**src/rtl/alu_pkg.sv**
```systemverilog
// ---------------------------------------------------------------------------
// alu_pkg
// Shared definitions for the sequential ALU slice.
//   op_t    : 2-bit opcode encoding (add, sub, mul, div)
//   state_t : controller states; BCD is only entered when ALU_BCD_EN is defined
//   clog2   : counter width helper, never returns less than 1
// ---------------------------------------------------------------------------
package alu_pkg;

  typedef enum logic [1:0] {
    OP_ADD = 2'b00,
    OP_SUB = 2'b01,
    OP_MUL = 2'b10,
    OP_DIV = 2'b11
  } op_t;

  typedef enum logic [1:0] {
    IDLE = 2'b00,
    EXEC = 2'b01,
    BCD  = 2'b10,
    DONE = 2'b11
  } state_t;

  // Bits needed to count 0..value-1; a 1-bit counter is the minimum.
  function automatic int clog2(input int value);
    int r;
    int v;
    r = 0;
    v = value - 1;
    while (v > 0) begin
      r = r + 1;
      v = v >> 1;
    end
    return (r < 1) ? 1 : r;
  endfunction

endpackage

```
**src/rtl/alu_seq_if.sv**
```systemverilog
// ---------------------------------------------------------------------------
// alu_seq_if
// Request/response bundle between a requester (master) and alu_seq (slave).
//   start           : request, sampled by the ALU only when idle/done
//   opcode          : 00 add, 01 sub, 10 mul, 11 div
//   portA / portB   : WIDTH-bit unsigned operands
//   result          : 2*WIDTH-bit registered result
//   busy / done     : operation in flight / one-cycle completion pulse
//   neg / div_zero  : sub was negative / last div had zero divisor
//   bcd             : BCD digits of |result| (zero unless ALU_BCD_EN)
// ---------------------------------------------------------------------------
interface alu_seq_if #(
  parameter int WIDTH      = 4,
  parameter int BCD_DIGITS = 3
);

  logic                    start;
  logic [1:0]              opcode;
  logic [WIDTH-1:0]        portA;
  logic [WIDTH-1:0]        portB;
  logic [2*WIDTH-1:0]      result;
  logic                    busy;
  logic                    done;
  logic                    neg;
  logic                    div_zero;
  logic [4*BCD_DIGITS-1:0] bcd;

  modport master (
    output start, opcode, portA, portB,
    input  result, busy, done, neg, div_zero, bcd
  );

  modport slave (
    input  start, opcode, portA, portB,
    output result, busy, done, neg, div_zero, bcd
  );

endinterface

```
**src/rtl/bin2bcd_seq.sv**
```systemverilog
// ---------------------------------------------------------------------------
// bin2bcd_seq
// Sequential double-dabble converter, one input bit per clock.
// Only compiled when ALU_BCD_EN is defined.
//   clk, rst : clock, asynchronous active-high reset
//   start    : load value (one-cycle pulse while not converting)
//   value    : IN_W-bit binary input
//   done     : high during the cycle whose closing edge performs the last
//              shift; bcd holds the new digits from that edge onward
//   bcd      : DIGITS packed BCD digits, held between conversions
// ---------------------------------------------------------------------------
`ifdef ALU_BCD_EN
module bin2bcd_seq
  import alu_pkg::*;
#(
  parameter int IN_W   = 8,
  parameter int DIGITS = 3
) (
  input  logic                clk,
  input  logic                rst,
  input  logic                start,
  input  logic [IN_W-1:0]     value,
  output logic                done,
  output logic [4*DIGITS-1:0] bcd
);

  localparam int CW = clog2(IN_W);

  logic                active;
  logic [CW-1:0]       cnt;
  logic [IN_W-1:0]     shreg;
  logic [4*DIGITS-1:0] work;
  logic [4*DIGITS-1:0] adj;
  logic [4*DIGITS-1:0] work_nx;

  // Add-3 correction on every digit that would overflow past 9 after the
  // doubling shift, then shift the next binary bit in at the bottom.
  always_comb begin
    adj = work;
    for (int d = 0; d < DIGITS; d++) begin
      if (work[4*d +: 4] >= 4'd5) begin
        adj[4*d +: 4] = work[4*d +: 4] + 4'd3;
      end
    end
    work_nx = {adj[4*DIGITS-2:0], shreg[IN_W-1]};
  end

  assign done = active && (cnt == CW'(IN_W - 1));

  // The load edge performs no shift; IN_W shifting edges follow, and bcd is
  // only overwritten at the final one so the display never shows partials.
  always_ff @(posedge clk or posedge rst) begin
    if (rst) begin
      active <= 1'b0;
      cnt    <= '0;
      shreg  <= '0;
      work   <= '0;
      bcd    <= '0;
    end else if (start && !active) begin
      active <= 1'b1;
      cnt    <= '0;
      shreg  <= value;
      work   <= '0;
    end else if (active) begin
      shreg <= shreg << 1;
      work  <= work_nx;
      cnt   <= cnt + CW'(1);
      if (done) begin
        bcd    <= work_nx;
        active <= 1'b0;
      end
    end
  end

endmodule
`endif

```
**src/rtl/alu_seq.sv**
```systemverilog
// ---------------------------------------------------------------------------
// alu_seq
// Multi-cycle unsigned ALU: add/sub in one cycle, shift-add multiply and
// restoring divide in WIDTH cycles, behind a start/busy/done handshake.
// Optional macro ALU_BCD_EN adds a BCD conversion phase (2*WIDTH cycles)
// before done and drives bcd with |result|; without it bcd is tied to 0.
//   clk, rst          : clock, asynchronous active-high reset
//   bus (slave)       : start, opcode, portA, portB in;
//                       result, busy, done, neg, div_zero, bcd out
// ---------------------------------------------------------------------------
module alu_seq
  import alu_pkg::*;
#(
  parameter int WIDTH      = 4,
  parameter int BCD_DIGITS = 3
) (
  input  logic      clk,
  input  logic      rst,
  alu_seq_if.slave  bus
);

  localparam int CW = clog2(WIDTH);
  localparam int RW = 2 * WIDTH;

  state_t           state;
  op_t              op_q;
  logic [WIDTH-1:0] a_q;
  logic [WIDTH-1:0] b_q;
  logic [CW-1:0]    cnt;

  logic [RW-1:0]    acc;
  logic [RW-1:0]    mcand;
  logic [WIDTH-1:0] mplier;
  logic [WIDTH-1:0] rem;
  logic [WIDTH-1:0] quo;

  logic [RW-1:0]    result_q;
  logic             busy_q;
  logic             done_q;
  logic             neg_q;
  logic             div_zero_q;

  logic [WIDTH:0]   sum;
  logic [WIDTH:0]   diff;
  logic [WIDTH:0]   shifted;
  logic [WIDTH:0]   trial;
  logic [RW-1:0]    acc_nx;
  logic [WIDTH-1:0] rem_nx;
  logic [WIDTH-1:0] quo_nx;
  logic             exec_last;
  logic [RW-1:0]    final_val;
  logic             final_neg;
  logic             final_dz;

  // One EXEC step of the latched operation. exec_last marks the step that
  // produces the final value; mul and div take WIDTH steps, the rest one.
  // Divide keeps the dividend in quo and shifts quotient bits in behind it,
  // so after WIDTH steps quo is the quotient and rem the remainder.
  always_comb begin
    sum       = {1'b0, a_q} + {1'b0, b_q};
    diff      = {1'b0, a_q} - {1'b0, b_q};
    shifted   = {rem, quo[WIDTH-1]};
    trial     = shifted - {1'b0, b_q};
    acc_nx    = acc;
    rem_nx    = rem;
    quo_nx    = quo;
    exec_last = 1'b0;
    final_val = '0;
    final_neg = 1'b0;
    final_dz  = 1'b0;
    case (op_q)
      OP_ADD: begin
        exec_last = 1'b1;
        final_val = {{(WIDTH-1){1'b0}}, sum};
      end
      OP_SUB: begin
        exec_last = 1'b1;
        final_val = {{(WIDTH-1){diff[WIDTH]}}, diff};
        final_neg = diff[WIDTH];
      end
      OP_MUL: begin
        acc_nx    = acc + (mplier[0] ? mcand : '0);
        exec_last = (cnt == CW'(WIDTH - 1));
        final_val = acc_nx;
      end
      OP_DIV: begin
        if (b_q == '0) begin
          exec_last = 1'b1;
          final_val = {a_q, {WIDTH{1'b1}}};
          final_dz  = 1'b1;
        end else begin
          if (trial[WIDTH]) begin
            rem_nx = shifted[WIDTH-1:0];
            quo_nx = {quo[WIDTH-2:0], 1'b0};
          end else begin
            rem_nx = trial[WIDTH-1:0];
            quo_nx = {quo[WIDTH-2:0], 1'b1};
          end
          exec_last = (cnt == CW'(WIDTH - 1));
          final_val = {rem_nx, quo_nx};
        end
      end
      default: begin
      end
    endcase
  end

`ifdef ALU_BCD_EN
  logic          conv_start;
  logic          conv_done;
  logic [RW-1:0] conv_value;
  logic [RW-1:0] res_hold;
  logic          neg_hold;
  logic          dz_hold;

  // The converter loads on the same edge that EXEC finishes, so it sees the
  // combinational final value; a negative difference is converted as its
  // magnitude and the sign travels on neg.
  assign conv_start = (state == EXEC) && exec_last;
  assign conv_value = final_neg ? (~final_val + RW'(1)) : final_val;

  bin2bcd_seq #(
    .IN_W   (RW),
    .DIGITS (BCD_DIGITS)
  ) u_bin2bcd (
    .clk   (clk),
    .rst   (rst),
    .start (conv_start),
    .value (conv_value),
    .done  (conv_done),
    .bcd   (bus.bcd)
  );
`else
  assign bus.bcd = {(4*BCD_DIGITS){1'b0}};
`endif

  assign bus.result   = result_q;
  assign bus.busy     = busy_q;
  assign bus.done     = done_q;
  assign bus.neg      = neg_q;
  assign bus.div_zero = div_zero_q;

  // Controller and datapath registers. Operands are captured only on the
  // accepting edge, so the requester may change them freely afterwards.
  // result and flags change only on the completion edge, keeping the
  // display stable while the next operation runs.
  always_ff @(posedge clk or posedge rst) begin
    if (rst) begin
      state      <= IDLE;
      op_q       <= OP_ADD;
      a_q        <= '0;
      b_q        <= '0;
      cnt        <= '0;
      acc        <= '0;
      mcand      <= '0;
      mplier     <= '0;
      rem        <= '0;
      quo        <= '0;
      result_q   <= '0;
      busy_q     <= 1'b0;
      done_q     <= 1'b0;
      neg_q      <= 1'b0;
      div_zero_q <= 1'b0;
`ifdef ALU_BCD_EN
      res_hold   <= '0;
      neg_hold   <= 1'b0;
      dz_hold    <= 1'b0;
`endif
    end else begin
      done_q <= 1'b0;
      case (state)
        IDLE, DONE: begin
          if (bus.start) begin
            op_q       <= op_t'(bus.opcode);
            a_q        <= bus.portA;
            b_q        <= bus.portB;
            cnt        <= '0;
            acc        <= '0;
            mcand      <= {{WIDTH{1'b0}}, bus.portA};
            mplier     <= bus.portB;
            rem        <= '0;
            quo        <= bus.portA;
            neg_q      <= 1'b0;
            div_zero_q <= 1'b0;
            busy_q     <= 1'b1;
            state      <= EXEC;
          end else begin
            state <= IDLE;
          end
        end
        EXEC: begin
          acc    <= acc_nx;
          mcand  <= mcand << 1;
          mplier <= mplier >> 1;
          rem    <= rem_nx;
          quo    <= quo_nx;
          cnt    <= cnt + CW'(1);
          if (exec_last) begin
`ifdef ALU_BCD_EN
            res_hold <= final_val;
            neg_hold <= final_neg;
            dz_hold  <= final_dz;
            state    <= BCD;
`else
            result_q   <= final_val;
            neg_q      <= final_neg;
            div_zero_q <= final_dz;
            done_q     <= 1'b1;
            busy_q     <= 1'b0;
            state      <= DONE;
`endif
          end
        end
`ifdef ALU_BCD_EN
        BCD: begin
          if (conv_done) begin
            result_q   <= res_hold;
            neg_q      <= neg_hold;
            div_zero_q <= dz_hold;
            done_q     <= 1'b1;
            busy_q     <= 1'b0;
            state      <= DONE;
          end
        end
`endif
        default: begin
          state <= IDLE;
        end
      endcase
    end
  end

endmodule

```
**src/flat_wrapper.sv**
```systemverilog
// flat-port wrapper written by rule: the top's interface ports become plain ports
module alu_seq_flat import alu_pkg::*;
#(
  parameter int WIDTH      = 4,
  parameter int BCD_DIGITS = 3
)
  (clk, rst, bus_start, bus_opcode, bus_portA, bus_portB, bus_result, bus_busy, bus_done, bus_neg, bus_div_zero, bus_bcd);
  alu_seq_if #(.WIDTH(WIDTH), .BCD_DIGITS(BCD_DIGITS)) bus_i ();
  input  logic clk;
  input  logic rst;
  input wire logic [$bits(bus_i.start)-1:0] bus_start;
  input wire logic [$bits(bus_i.opcode)-1:0] bus_opcode;
  input wire logic [$bits(bus_i.portA)-1:0] bus_portA;
  input wire logic [$bits(bus_i.portB)-1:0] bus_portB;
  output wire logic [$bits(bus_i.result)-1:0] bus_result;
  output wire logic [$bits(bus_i.busy)-1:0] bus_busy;
  output wire logic [$bits(bus_i.done)-1:0] bus_done;
  output wire logic [$bits(bus_i.neg)-1:0] bus_neg;
  output wire logic [$bits(bus_i.div_zero)-1:0] bus_div_zero;
  output wire logic [$bits(bus_i.bcd)-1:0] bus_bcd;
  assign bus_i.start = bus_start;
  assign bus_i.opcode = bus_opcode;
  assign bus_i.portA = bus_portA;
  assign bus_i.portB = bus_portB;
  assign bus_result = bus_i.result;
  assign bus_busy = bus_i.busy;
  assign bus_done = bus_i.done;
  assign bus_neg = bus_i.neg;
  assign bus_div_zero = bus_i.div_zero;
  assign bus_bcd = bus_i.bcd;
  alu_seq #(.WIDTH(WIDTH), .BCD_DIGITS(BCD_DIGITS)) u_core (.clk(clk), .rst(rst), .bus(bus_i));
endmodule
```
**config.mk**
```make
export PLATFORM = sky130hd
export DESIGN_NAME = alu_seq_flat
export DESIGN_NICKNAME = d
export VERILOG_FILES = /design/src/rtl/alu_pkg.sv /design/src/rtl/alu_seq_if.sv /design/src/rtl/bin2bcd_seq.sv /design/src/rtl/alu_seq.sv /design/src/flat_wrapper.sv
export SDC_FILE = /design/constraint.sdc
export NUM_CORES = 1
export LEC_CHECK = 0
export CORE_MARGIN = 2
export CORE_UTILIZATION = 51
export CTS_CLUSTER_SIZE = 20
export DETAILED_ROUTE_END_ITERATION = 8
export HOLD_SLACK_MARGIN = 0.12
export PLACE_DENSITY = 0.82
export SYNTH_ARGS = -nofsm -noshare
export SYNTH_HDL_FRONTEND = slang
export SYNTH_HIERARCHICAL = 1
export SYNTH_SLANG_ARGS = --single-unit
```
**constraint.sdc**
```tcl
create_clock -name clk -period 2.7 [get_ports clk]
set_clock_uncertainty 0.1 [all_clocks]
set_input_delay 0.54 -clock clk [delete_from_list [all_inputs] [get_ports clk]]
set_output_delay 0.54 -clock clk [all_outputs]
set_load 0.01 [all_outputs]
```
==> results of run 1 <==
[cells in the final DEF (no fill, tap or decap), drive strengths merged, types with 3 or more instances in the layout]
master,n
a211oi,5
a21o,4
a21oi,19
a221o,7
a22o,9
a31oi,3
a32o,3
and2,11
and3,3
buf,16
clkbuf,5
clkdlybuf4s50,24
conb,12
dfrtp,54
fa,4
ha,22
inv,18
mux2,10
mux2i,8
nand2,28
nand2b,4
nand3,7
nor2,22
nor2b,3
o21ai,27
o21bai,3
o22ai,3
o31ai,4
xnor2,5
xor2,5
[logic make-up after synthesis]
family,count (synthesis)
AO/OA/AOI/OAI,100
adder cells (fa/ha/maj),26
AND/OR/NAND/NOR,84
flip-flops,54
buffers and inverters,40
multiplexers,18
other,1
XOR/XNOR,10
[sequential cells by signal, summed over array words and instances (netlist names), 4 cells and up]
name and count:
u_core/mplier 4, u_core/rem 4, u_core/mcand 8, u_core/b_q 4, u_core/a_q 4, u_core/quo 4, u_core/bus.result 8, u_core/acc 8
[worst max-delay path, cell delays in order, from the launching register on]
cell and delay [ps]:
dfrtp_1 430, and2_1 170, ha_1 210, fa_1 440
a211oi_2 220, o21bai_1 100, a21oi_1 170, xor2_1 240
o221a_2 220, o21ai_1 50
[per-stage QoR]
stage | power (µW) | setup WS (ps) | hold slack [ps] | std cells | instance area [µm²]
2_1_floorplan | 3187 | 137.0 | 355.1 | 344 | 3368
3_3_place_gp | 3943 | 250.4 | 366.4 | 439 | 3691
3_5_place_dp | 4038 | 211.9 | 380.7 | 439 | 3691
4_1_cts | 4606 | 193.7 | 406.0 | 447 | 3807
5_1_grt | 4978 | 47.35 | 425.9 | 447 | 3812
6_report | 4633 | 247.4 | 408.5 | 447 | 3812
[how the worst max path moves through the flow]
| stage | end | slack (ps) | cells after the start |
|---|---|---|---|
| final | u_core/bus.result[6] | 250 | 9 |
| after global routing | u_core/bus.result[6] | 50 | 9 |
| after CTS | u_core/bus.result[6] | 190 | 9 |
| after detailed placement | u_core/bus.result[6] | 210 | 9 |
| after global placement | u_core/bus.result[6] | 250 | 9 |
| after floorplan | u_core/bus.result[5] | 140 | 8 |
[routing by layer]
| layer | routed length (µm) | vias to the layer above | global-route usage (%) |
|---|---|---|---|
| met1 | 3614 | 1292 | 33.33 |
| met2 | 3527 | 122 | 35.58 |
| met4 | 193 | 0 | 7.792 |
| met5 | 0 | - | 0 |
| li1 | - | 1248 | - |
| met3 | 524 | 21 | 4.818 |
[where the power goes]
part | internal (µW) | switching (µW) | total (µW)
registers | 1120 | 339 | 1450
clock network | 282 | 282 | 564
logic | 1190 | 1420 | 2610
[cell type report]
class / count / share of cell area (%)
clock buffer: 5 / 1.805
clock inverter: 3 / 1.247
inverter: 18 / 2.100
multi-input combinational: 250 / 47.42
sequential: 54 / 35.44
tap: 77 / 2.527
timing repair buffer: 40 / 9.452
==> impl_metrics.py, run 1 <==
metrics = {
    "synth": {
        "synth_top_family_by_area": "compound AO/OA/AOI/OAI gates",
        "synth_top_area_cell": "dfrtp_1",
        "synth_simple_gate_area_share_pct": 13.01,
        "synth_mux_area_share_pct": 5.792,
        "syn_area_um2": 3327,
        "synth_edf_count": 0,
        "synth_top_area_share_pct": 40.62,
        "synth-xor-area-share_pct": 2.858,
        "synthAdderAreaFrac_pct": 10.68,
        "synth_most_common_cell": "dfrtp_1",
        "syn_inst": 333,
        "synth_area_leaders": "dfrtp_1, ha_1, o21ai_0",
        "yosysUniqueCellTypes": 53,
        "synth.avg_cell_area_um2": 9.991,
        "yosys_most_used_dff": "dfrtp_1",
        "async_flop_share_pct": 100.0,
        "yosysWarnings": 6,
        "ys_top_cells_by_count": "dfrtp_1, nand2_1, o21ai_0",
        "synth-seq-cells": 54,
        "synth_compound_area_share_pct": 20.50,
        "seq_area_frac_synth_pct": 40.62,
    },
    "die": {
        "ios": 37,
        "core_area_um2": 6314,
        "die-height_um": 84.77,
        "die-area_um2": 7185,
        "floorplan.initialDensity_pct": 52.70,
        "rows": 29,
        "fp.dieW_um": 84.77,
    },
    "detailed_routing": {
        "viasPerCell": 6.002,
        "drt_iter0_markers": 269,
        "finalWirelength_mm": 7.859,
        "ant_nets": 0,
        "firstDrtPassIters": 5,
        "wl_per_cell_um": 17.58,
        "drc": 0,
        "vias": 2683,
    },
    "clock_tree": {
        "max-clock-path-buffers": 2,
        "clkTransAtPathRegs_ps": 110,
        "cts_root_buf": "clkbuf_8",
        "post_cts_resized": 0,
        "cts_made_buffers": 5,
        "htreeDepth": 2,
        "clock_latency_ps": 310,
        "cts_hold_buf": 0,
        "cts_tree": "done",
        "cts_sinks": 54,
        "cts_setup_buffers": 0,
    },
    "placement": {
        "dp_hpwl_mm": 6.100,
        "gp_congestion": 0.9312,
        "port_buffers": 24,
    },
    "final_layout": {
        "multiInputGateArea_um2": 1808,
        "area_delta_synth_final_pct": 14.59,
        "fillers": 539,
        "antenna_cells": 0,
        "drive_gt1_share_pct": 13.24,
        "final_util_pct": 60.38,
        "fin_nets": 408,
        "regArea_um2": 1351,
    },
    "critical_path": {
        "setup.worst_path.start_class": "flip-flop",
        "r2r-end": "u_core/bus.result[6]",
        "required_ps": 2810,
        "startpoint": "u_core/mplier[0]",
        "worstRegToRegCells": 9,
        "rrSetupSlack_ps": 250,
        "r2r-start": "u_core/mplier[0]",
        "endpoint_kind": "flip-flop",
        "arrival_ps": 2560,
        "worstSetupPathType": "flip-flop to flip-flop",
        "cp_max_fo": 5,
    },
    "min_path": {
        "holdCritPathClass": "flip-flop to flip-flop",
        "hp-start": "u_core/acc[5]",
        "whs_endpoint": "u_core/acc[5]",
        "whs_path_depth": 2,
    },
    "timing": {
        "slew_viol_final": 0,
        "tns_ps": 0,
        "max_freq_ghz": 0.4077,
        "hold_violations": 0,
        "grt_setup_unrepaired": "false",
        "fin_crit_ps": 2453,
        "relSlewSlack_pct": 62.77,
        "setup_violations": 0,
        "min_period_over_period_pct": 90.84,
        "worstMarginPinSlew_ps": 554.4,
    },
    "run": {
        "drv_cap": 0,
    },
    "power": {
        "ir_worst_vdd_mv": 0.7809,
        "power_density_nw_per_um2": 1215,
        "p_leak_uw": 0.001738,
    },
    "global_route": {
        "grt_max_degree": 23,
        "grt_antenna_before_repair": 0,
        "overflow": 0,
        "grt_pass1_wl_mm": 13.23,
        "grt_pass1_vias": 2626,
        "grt_use_total_pct": 23.32,
    },
    "run_status": {
        "status": "completed",
    },
}
(Power assumes the default switching activity.)
==> inputs of run 2 (changes only) <==
--- a/config.mk
+++ b/config.mk
@@ -5,12 +5,14 @@
 export SDC_FILE = /design/constraint.sdc
 export NUM_CORES = 1
 export LEC_CHECK = 0
+export ABC_CLOCK_PERIOD_IN_PS = 2700
 export CORE_MARGIN = 2
 export CORE_UTILIZATION = 51
 export CTS_CLUSTER_SIZE = 20
 export DETAILED_ROUTE_END_ITERATION = 8
 export HOLD_SLACK_MARGIN = 0.12
 export PLACE_DENSITY = 0.82
+export REMOVE_ABC_BUFFERS = 1
 export SYNTH_ARGS = -nofsm -noshare
 export SYNTH_HDL_FRONTEND = slang
 export SYNTH_HIERARCHICAL = 1
==> run 2 against run 1 <==
Net effect: power grew 0.81%; clock-buffer cell count is the same; largest cell class unchanged; combinational power grew 3%; clock power shrank 2%; routed wire length grew 0.34%.
==> impl_metrics.py, run 2 (synthesis results as in run 1) <==
metrics = {
    "run_status": {
        "status": "completed",
    },
    "global_route": {
        "grt_pass1_vias": 2646,
        "overflow": 0,
        "grt_antenna_before_repair": 0,
        "grt_use_total_pct": 23.52,
        "grt_max_degree": 33,
        "grt_pass1_wl_mm": 13.23,
    },
    "min_path": {
        "whs_endpoint": "u_core/bus.result[1]",
        "hp-start": "u_core/bus.result[1]",
        "holdCritPathClass": "flip-flop to flip-flop",
        "whs_path_depth": 2,
    },
    "timing": {
        "setup_violations": 0,
        "min_period_over_period_pct": 97.38,
        "fin_crit_ps": 2629,
        "grt_setup_unrepaired": "true",
        "worstMarginPinSlew_ps": 557.0,
        "hold_violations": 0,
        "relSlewSlack_pct": 62.86,
        "slew_viol_final": 0,
        "max_freq_ghz": 0.3803,
    },
    "power": {
        "p_int_uw": 2588,
        "pwr-share-seq_pct": 30.8,
        "combPwrFrac_pct": 57.4,
        "p_sw_share_pct": 44.58,
        "p_leak_uw": 0.001727,
        "ir_worst_vdd_mv": 0.6729,
        "power_density_nw_per_um2": 1231,
        "netSwitchingPower_uw": 2082,
        "clkPwrFrac_pct": 11.9,
    },
    "detailed_routing": {
        "drt_iter0_markers": 240,
        "viasPerCell": 5.926,
        "firstDrtPassIters": 4,
        "finalWirelength_mm": 7.886,
        "drc": 0,
        "wl_per_cell_um": 17.76,
        "vias": 2631,
        "ant_nets": 0,
    },
    "critical_path": {
        "r2r-end": "u_core/bus.result[5]",
        "worstRegToRegCells": 9,
        "crit_path_cell_trace": "inv_1 > ha_1 > fa_1 > nand2b_1 > a21oi_2 > xor2_2 > mux2_2 > o221a_2 > o21ai_0",
        "cp_slowest_cell": "fa_1",
        "cp_max_fo": 4,
        "required_ps": 2840,
        "critPathTopFamily": "adder cells",
        "rrSetupSlack_ps": 70,
        "endpoint_kind": "flip-flop",
        "worstSetupPathType": "flip-flop to flip-flop",
        "setup.worst_path.start_class": "flip-flop",
        "slowest_delay_ps": 400,
        "arrival_ps": 2770,
        "r2r-start": "u_core/quo[3]",
        "critical_path_buf_inv_count": 1,
    },
    "clock_tree": {
        "cts_made_buffers": 5,
        "max-clock-path-buffers": 2,
        "cts_sinks": 54,
        "cts_root_buf": "clkbuf_8",
        "clkTransAtPathRegs_ps": 100,
        "clock_latency_ps": 310,
        "cts_tree": "done",
        "htreeDepth": 2,
    },
    "die": {
        "ios": 37,
        "die-height_um": 84.77,
        "core_area_um2": 6314,
        "die-area_um2": 7185,
        "rows": 29,
        "fp.dieW_um": 84.77,
        "floorplan.initialDensity_pct": 52.70,
    },
    "final_layout": {
        "area_delta_synth_final_pct": 14.07,
        "fillers": 541,
        "layout_common_cells": "dfrtp_1, nand2_1, clkdlybuf4s50_1, o21ai_0, ha_1",
        "drive_gt1_share_pct": 12.53,
        "final_common_cell": "dfrtp_1",
        "fin_nets": 405,
        "regArea_um2": 1351,
        "fin_cells": 444,
        "final_util_pct": 60.11,
        "multiInputGateArea_um2": 1808,
        "antenna_cells": 0,
    },
    "placement": {
        "place_inst": 435,
        "gp_congestion": 0.9572,
        "dp_hpwl_mm": 5.975,
        "port_buffers": 24,
    },
    "run": {
        "drv_cap": 0,
    },
}
[run 2: area by class of cell]
class,instances,area share [%]
clock inverters,3,1.055
well taps,77,2.539
inverters,18,2.110
clock buffers,5,1.813
flip-flops and latches,54,35.61
multi-input cells,250,47.64
repair buffers,37,9.232
[run 2: how the worst max path moves through the flow]
stage	start	end	slack [ps]	cells after the start
after floorplan	u_core/b_q[0]	u_core/bus.result[5]	140	8
after global placement	u_core/mplier[0]	u_core/bus.result[6]	210	9
after detailed placement	u_core/mplier[0]	u_core/bus.result[6]	130	9
after CTS	u_core/b_q[0]	u_core/bus.result[5]	60	8
after global routing	u_core/quo[3]	u_core/bus.result[5]	-50	9
final	u_core/quo[3]	u_core/bus.result[5]	70	9
[run 2: power by group through the flow]
stage	Combinational [µW]	Sequential (µW)	Clock (µW)
2_1_floorplan	1700	1420	0
3_3_place_gp	2500	1430	0
3_5_place_dp	2580	1450	0
4_1_cts	2620	1430	562
5_1_grt	2930	1480	598
6_report	2680	1440	554
[run 2: layer usage]
layer / part of all wire, % / vias to the layer above / wire length, µm / global-route usage (%)
li1: - / 1239 / - / -
met1: 44 / 1259 / 3477 / 31.79
met2: 47 / 110 / 3674 / 38.01
met3: 6.0 / 23 / 472 / 3.736
met4: 3.3 / 0 / 261 / 9.380
met5: 0 / - / 0 / 0
[run 2: worst min-delay path: stages, from the launching register on]
cell and delay (ps):
dfrtp_1 360, nand2_1 50, o21ai_0 60
[run 2: metrics by stage]
step / setup TNS (ps) / hold WS, ps / total power, µW / setup slack (ps) / instance area [µm²]
after global placement: 0 / 361.5 / 3927 / 214.4 / 3674
after CTS: 0 / 403.7 / 4611 / 59.54 / 3782
after global routing: -75.41 / 418.5 / 5005 / -45.81 / 3795
final: 0 / 396.4 / 4670 / 70.65 / 3795
after detailed placement: 0 / 380.9 / 4027 / 130.0 / 3674
after floorplan: 0 / 355.1 / 3125 / 136.5 / 3234
[run 2: timing repair]
item	CTS	global route
hold buffers	0	0
endpoints found under the hold margin	0	0
buffers inserted	0	1
setup endpoints to repair	0	5
resized for setup	0	1
